**src/rtl/img_mem_arbiter.sv**
```systemverilog
// Image RAM arbiter: video reads win every cycle; buffered pixel writes drain in idle slots.
// Optional: define ARB_BOUNDS_CHECK_EN to drop writes outside the pixel region (adds bounds_err).
module img_mem_arbiter #(
    parameter int unsigned ADDR_W     = 18,
    parameter int unsigned DATA_W     = 8,
    parameter int unsigned FIFO_DEPTH = 4,
    parameter int unsigned HDR_OFFSET = 53,
    parameter int unsigned N          = 400
) (
    input  logic                        clk,
    input  logic                        rst_n,
    input  logic                        vid_req,
    input  logic [ADDR_W-1:0]           vid_addr,
    output logic [DATA_W-1:0]           vid_q,
    output logic                        vid_valid,
    input  logic                        wr_valid,
    output logic                        wr_ready,
    input  logic [ADDR_W-1:0]           wr_addr,
    input  logic [DATA_W-1:0]           wr_data,
    output logic [ADDR_W-1:0]           mem_addr,
    output logic [DATA_W-1:0]           mem_wdata,
    output logic                        mem_we,
    input  logic [DATA_W-1:0]           mem_q,
    output logic [$clog2(FIFO_DEPTH):0] fifo_level,
    output logic                        wr_done
`ifdef ARB_BOUNDS_CHECK_EN
    ,
    output logic                        bounds_err
`endif
);

    localparam int unsigned PtrW = $clog2(FIFO_DEPTH);
    localparam int unsigned CntW = PtrW + 1;
    localparam logic [CntW-1:0] DepthCnt = CntW'(FIFO_DEPTH);

    if (FIFO_DEPTH < 2 || (FIFO_DEPTH & (FIFO_DEPTH - 1)) != 0) begin : gen_bad_depth
        $error("FIFO_DEPTH must be a power of two and at least 2");
    end
    if (HDR_OFFSET + N * N > (1 << ADDR_W)) begin : gen_bad_region
        $error("pixel region does not fit in the RAM address space");
    end

    typedef enum logic [1:0] {
        StIdle,
        StGntVid,
        StGntWr
    } state_e;

    state_e              state_q, state_d;
    logic [CntW-1:0]     count_q, count_d;
    logic [PtrW-1:0]     wr_ptr_q, wr_ptr_d;
    logic [PtrW-1:0]     rd_ptr_q, rd_ptr_d;
    logic [ADDR_W-1:0]   mem_addr_q, mem_addr_d;
    logic [DATA_W-1:0]   mem_wdata_q, mem_wdata_d;
    logic                rd_s2_q, rd_s2_d;
    logic                vid_valid_q, vid_valid_d;
    logic [DATA_W-1:0]   pix_q, pix_d;
    logic                wr_done_q, wr_done_d;

    logic [ADDR_W-1:0]   fifo_addr_q [FIFO_DEPTH];
    logic [DATA_W-1:0]   fifo_data_q [FIFO_DEPTH];

    logic                wr_fire;
    logic                push;
    logic                pop;

    // Ready looks only at the registered count, so a pop never re-opens it in the same cycle.
    assign wr_ready = rst_n & (count_q < DepthCnt);
    assign wr_fire  = wr_valid & wr_ready;
    assign pop      = ~vid_req & (count_q != '0);

`ifdef ARB_BOUNDS_CHECK_EN
    localparam logic [ADDR_W-1:0] PixLo = ADDR_W'(HDR_OFFSET);
    localparam logic [ADDR_W-1:0] PixHi = ADDR_W'(HDR_OFFSET + N * N - 1);

    logic in_bounds;
    logic bounds_err_q, bounds_err_d;

    assign in_bounds    = (wr_addr >= PixLo) && (wr_addr <= PixHi);
    assign push         = wr_fire & in_bounds;
    assign bounds_err_d = wr_fire & ~in_bounds;
    assign bounds_err   = bounds_err_q;

    always_ff @(posedge clk or negedge rst_n) begin
        if (!rst_n) begin
            bounds_err_q <= 1'b0;
        end else begin
            bounds_err_q <= bounds_err_d;
        end
    end
`else
    assign push = wr_fire;
`endif

    always_comb begin
        state_d     = state_q;
        mem_addr_d  = mem_addr_q;
        mem_wdata_d = mem_wdata_q;
        rd_ptr_d    = rd_ptr_q;
        wr_ptr_d    = wr_ptr_q;
        count_d     = count_q;

        if (vid_req) begin
            state_d    = StGntVid;
            mem_addr_d = vid_addr;
        end else if (count_q != '0) begin
            state_d     = StGntWr;
            mem_addr_d  = fifo_addr_q[rd_ptr_q];
            mem_wdata_d = fifo_data_q[rd_ptr_q];
        end else begin
            state_d = StIdle;
        end

        if (push) begin
            wr_ptr_d = wr_ptr_q + PtrW'(1);
        end
        if (pop) begin
            rd_ptr_d = rd_ptr_q + PtrW'(1);
        end

        unique case ({push, pop})
            2'b10:   count_d = count_q + CntW'(1);
            2'b01:   count_d = count_q - CntW'(1);
            default: count_d = count_q;
        endcase

        // A grant to video at edge t puts read data on mem_q during t+1..t+2.
        rd_s2_d     = (state_q == StGntVid);
        vid_valid_d = rd_s2_q;
        pix_d       = rd_s2_q ? mem_q : pix_q;
        wr_done_d   = (state_q == StGntWr);
    end

    always_ff @(posedge clk or negedge rst_n) begin
        if (!rst_n) begin
            state_q     <= StIdle;
            count_q     <= '0;
            wr_ptr_q    <= '0;
            rd_ptr_q    <= '0;
            mem_addr_q  <= '0;
            mem_wdata_q <= '0;
            rd_s2_q     <= 1'b0;
            vid_valid_q <= 1'b0;
            pix_q       <= '0;
            wr_done_q   <= 1'b0;
        end else begin
            state_q     <= state_d;
            count_q     <= count_d;
            wr_ptr_q    <= wr_ptr_d;
            rd_ptr_q    <= rd_ptr_d;
            mem_addr_q  <= mem_addr_d;
            mem_wdata_q <= mem_wdata_d;
            rd_s2_q     <= rd_s2_d;
            vid_valid_q <= vid_valid_d;
            pix_q       <= pix_d;
            wr_done_q   <= wr_done_d;
        end
    end

    // Storage needs no reset; occupancy is tracked by the pointers and count.
    always_ff @(posedge clk) begin
        if (push) begin
            fifo_addr_q[wr_ptr_q] <= wr_addr;
            fifo_data_q[wr_ptr_q] <= wr_data;
        end
    end

    assign mem_addr   = mem_addr_q;
    assign mem_wdata  = mem_wdata_q;
    assign mem_we     = (state_q == StGntWr);
    assign vid_q      = pix_q;
    assign vid_valid  = vid_valid_q;
    assign wr_done    = wr_done_q;
    assign fifo_level = count_q;

endmodule

```
**config.mk**
```make
export PLATFORM = sky130hd
export DESIGN_NAME = img_mem_arbiter
export DESIGN_NICKNAME = d
export VERILOG_FILES = /design/src/rtl/img_mem_arbiter.sv
export SDC_FILE = /design/constraint.sdc
export NUM_CORES = 1
export LEC_CHECK = 0
export BUFFER_PORTS_ARGS = -buffer_cell sky130_fd_sc_hd__buf_2
export CAP_MARGIN = 0
export CORE_UTILIZATION = 55
export CTS_BUF_LIST = sky130_fd_sc_hd__clkbuf_8
export DETAILED_ROUTE_END_ITERATION = 7
export GPL_TIMING_DRIVEN = 0
export PLACE_DENSITY = 0.82
export SLEW_MARGIN = 10
export SYNTH_ARGS = -nofsm -noshare
export SYNTH_HDL_FRONTEND = slang
export SYNTH_SLANG_ARGS = --single-unit
```
**constraint.sdc**
```tcl
create_clock -name clk -period 2.8 [get_ports clk]
set_input_delay 0.56 -clock clk [delete_from_list [all_inputs] [get_ports clk]]
set_output_delay 0.56 -clock clk [all_outputs]
set_load 0.02 [all_outputs]
```
==> out/results.ini <==
[grt]
grtUsageMet3_pct=5.739
grt_overflow=0
antenna_found_initial=0
grt_use_met2_pct=33.82
grt_pass1_wl_mm=16.35
grt_max_degree=48
grt_pass1_vias=3102
top_usage_layer=met2
track_usage_pct=20.79
use_met1_pct=26.82

[sta]
totalNegativeSetupSlack_ps=0
timing.final.hold_violations=0
fmax_mhz=428.6
period_needed_ps=2333
setup_viol=0
tightest_slew_ps=724.7
worst_slack_ps=466.6
hold_slack_ps=179.8
max_slew_margin_pct=51.69
rsz0062_at_grt=no
finClkSkew_ps=9.573
drv_slew=0
finalCritPeriodShare_pct=83.34

[critical_path]
cp.required_ps=3150
criticalPathCategory=reg -> reg
critical_path.startpoint_type=flip-flop
crit_path_max_fanout=10
arrival_ps=2690
cp-end-kind=flip-flop

[final_layout]
area_growth_pct=18.21
final_cell_area_mm2=0.006838
drive_gt1_share_pct=43.55
post-route-util_pct=66.53
nets=460
layout.cells.non_filler=548

[routing]
via_count=2971
wirelength_mm=10.29
drc_errors=0
first_pass_iters=4
vias_per_cell=5.422
ant_nets=0
routedWlPerCell_um=18.78
initialDrtViolationCount=253

[clock_network]
clk_pin_slew_ps=70
cts_setup_buffers=0
tritoncts=done
cts_buffers=17
holdBufCountCts=0
clock-sinks=150
clock_latency_ps=440
root_buffer=clkbuf_8
cts_resized=0
htreeDepth=4
cts.path.max_buffers=2

[synthesis]
synthSimpleGateAreaFrac_pct=2.661
synth.area.mux_share_pct=15.03
seq_area_frac_synth_pct=73.89
synth_fp_nets=344
synth.avg_cell_area_um2=20.51
synthesis.area_mm2=0.005784
synth_cells=282
yosys.area_share.xor_xnor_pct=0.9085
yosysWarnings=0
synth_fa_ha_area_share_pct=1.428
synth.distinct_cells=30
synth_top_family_by_area=multiplexers
synth-compound-area-share_pct=3.656
synth_seq_cells=150

[pwr]
ir_drop_mv=0.4677
power_per_cell_area_mw_per_mm2=936.0
leakagePower_nw=2.700
power.total_mw=6.400

[floorplanning]
start_util_pct=56.28
dieArea_mm2=0.01093
num_rows=37
die_y_um=104.6
design.core.area_mm2=0.01028
die_w_um=104.6
ios=97

[placement]
dp_slack_ps=-302.9
place_inst=515
port_buffers=96
dpl.hpwl_mm=6.574
placed_area_mm2=0.006454
gp_congestion=0.6716

[run_status]
status=finished clean

[min_path]
hold_class=in -> async

[flow_run]
maxCapViolations=0

## cells in the final DEF (no fill, tap or decap), types with 8 or more instances in the layout
cell / synthesis / routed
inv_1: 13 / 17
edfxtp_1: 104 / 104
nand2b_1: 12 / 12
mux4_2: 12 / 12
dfrtp_1: 46 / 46
mux2_2: 9 / 9
o221a_2: 11 / 11
mux2_4: 8 / 8
clkbuf_8: 0 / 19
buf_2: 3 / 98
mux4_1: 14 / 14
## path summary, 6_finish.rpt
check                         startpoint            end  slack, ps  cells past startpoint
setup reg to reg           fifo_level[0]  fifo_level[2]        470                      9
hold / removal                     rst_n    mem_addr[7]        180                      1
setup / recovery           fifo_level[0]  fifo_level[2]        470                      9
hold reg to reg                  rd_s2_q      vid_valid        390                      0
min in group clk                 vid_req     state_q[0]        310                      1
max in group asynchronous          rst_n   mem_wdata[4]       2160                      1
## per-layer routing
metal	share of wire (%)	up-vias	wire, um
met1	42	1494	4272
met4	1.7	0	174
met2	51	105	5275
met3	5.5	19	570
li1	-	1353	-
met5	0	-	0
## where the power goes
group	switching (mW)	internal, mW	total, mW
clock	0.740	0.819	1.56
combinational	1.00	0.902	1.90
sequential	0.183	2.76	2.94
## cells by family (layout without fill, tap and decap cells)
family          Yosys count  count (layout)
xor+xnor                  6               6
simple gates             25              25
other cells               0               1
buf+inv                  26             155
compound gates           25              25
fa+ha+maj                 6               6
flops                   150             150
mux                      44              44
## cell usage after synthesis, drive strengths merged
cell type  instances  area share (%)
ha                 5             1.1
nor3               1           0.086
a22oi              7            0.91
xnor2              3            0.45
xor2               3            0.45
nand2b            12             1.3
or2                1            0.11
mux4              26              11
fa                 1            0.35
inv               14            0.91
clkbuf             4            0.26
nor4               1            0.11
mux2i              1            0.17
o221a             11             2.1
nor3b              1            0.13
and2               1            0.11
nor2               1           0.065
and3               4            0.43
edfxtp           104              54
nor2b              3            0.32
o21ai              7            0.61
buf                8             1.3
dfrtp             46              20
mux2              17             3.8
## flip-flops by register name, indices dropped and copies added (netlist names), 2 cells and up
signal and cells:
vid_q 8, fifo_level 3, fifo_data_q 32, state_q 2, mem_addr 18, mem_wdata 8, fifo_addr_q 72, rd_ptr_q 2
wr_ptr_q 2
## worst max-delay path: stages, from the launching register on
cell and delay [ps]:
dfrtp_1 440, nor3_1 140, or2_2 310, inv_2 250, ha_1 250, inv_1 60, fa_1 370, xor2_1 150
nor2_1 120, xor2_1 160
## area by class of cell
cell class,instances,area (um^2)
diodes,1,2.502
plain buffers,12,87.58
clock buffers,19,261.5
clock inverters,13,117.6
fillers,736,3440
inverters,14,52.55
multi-input cells,106,1381
flip-flops and latches,150,4274
well taps,136,170.2
repair buffers,97,490.5
No activity file was read; power rests on OpenSTA's default activity.
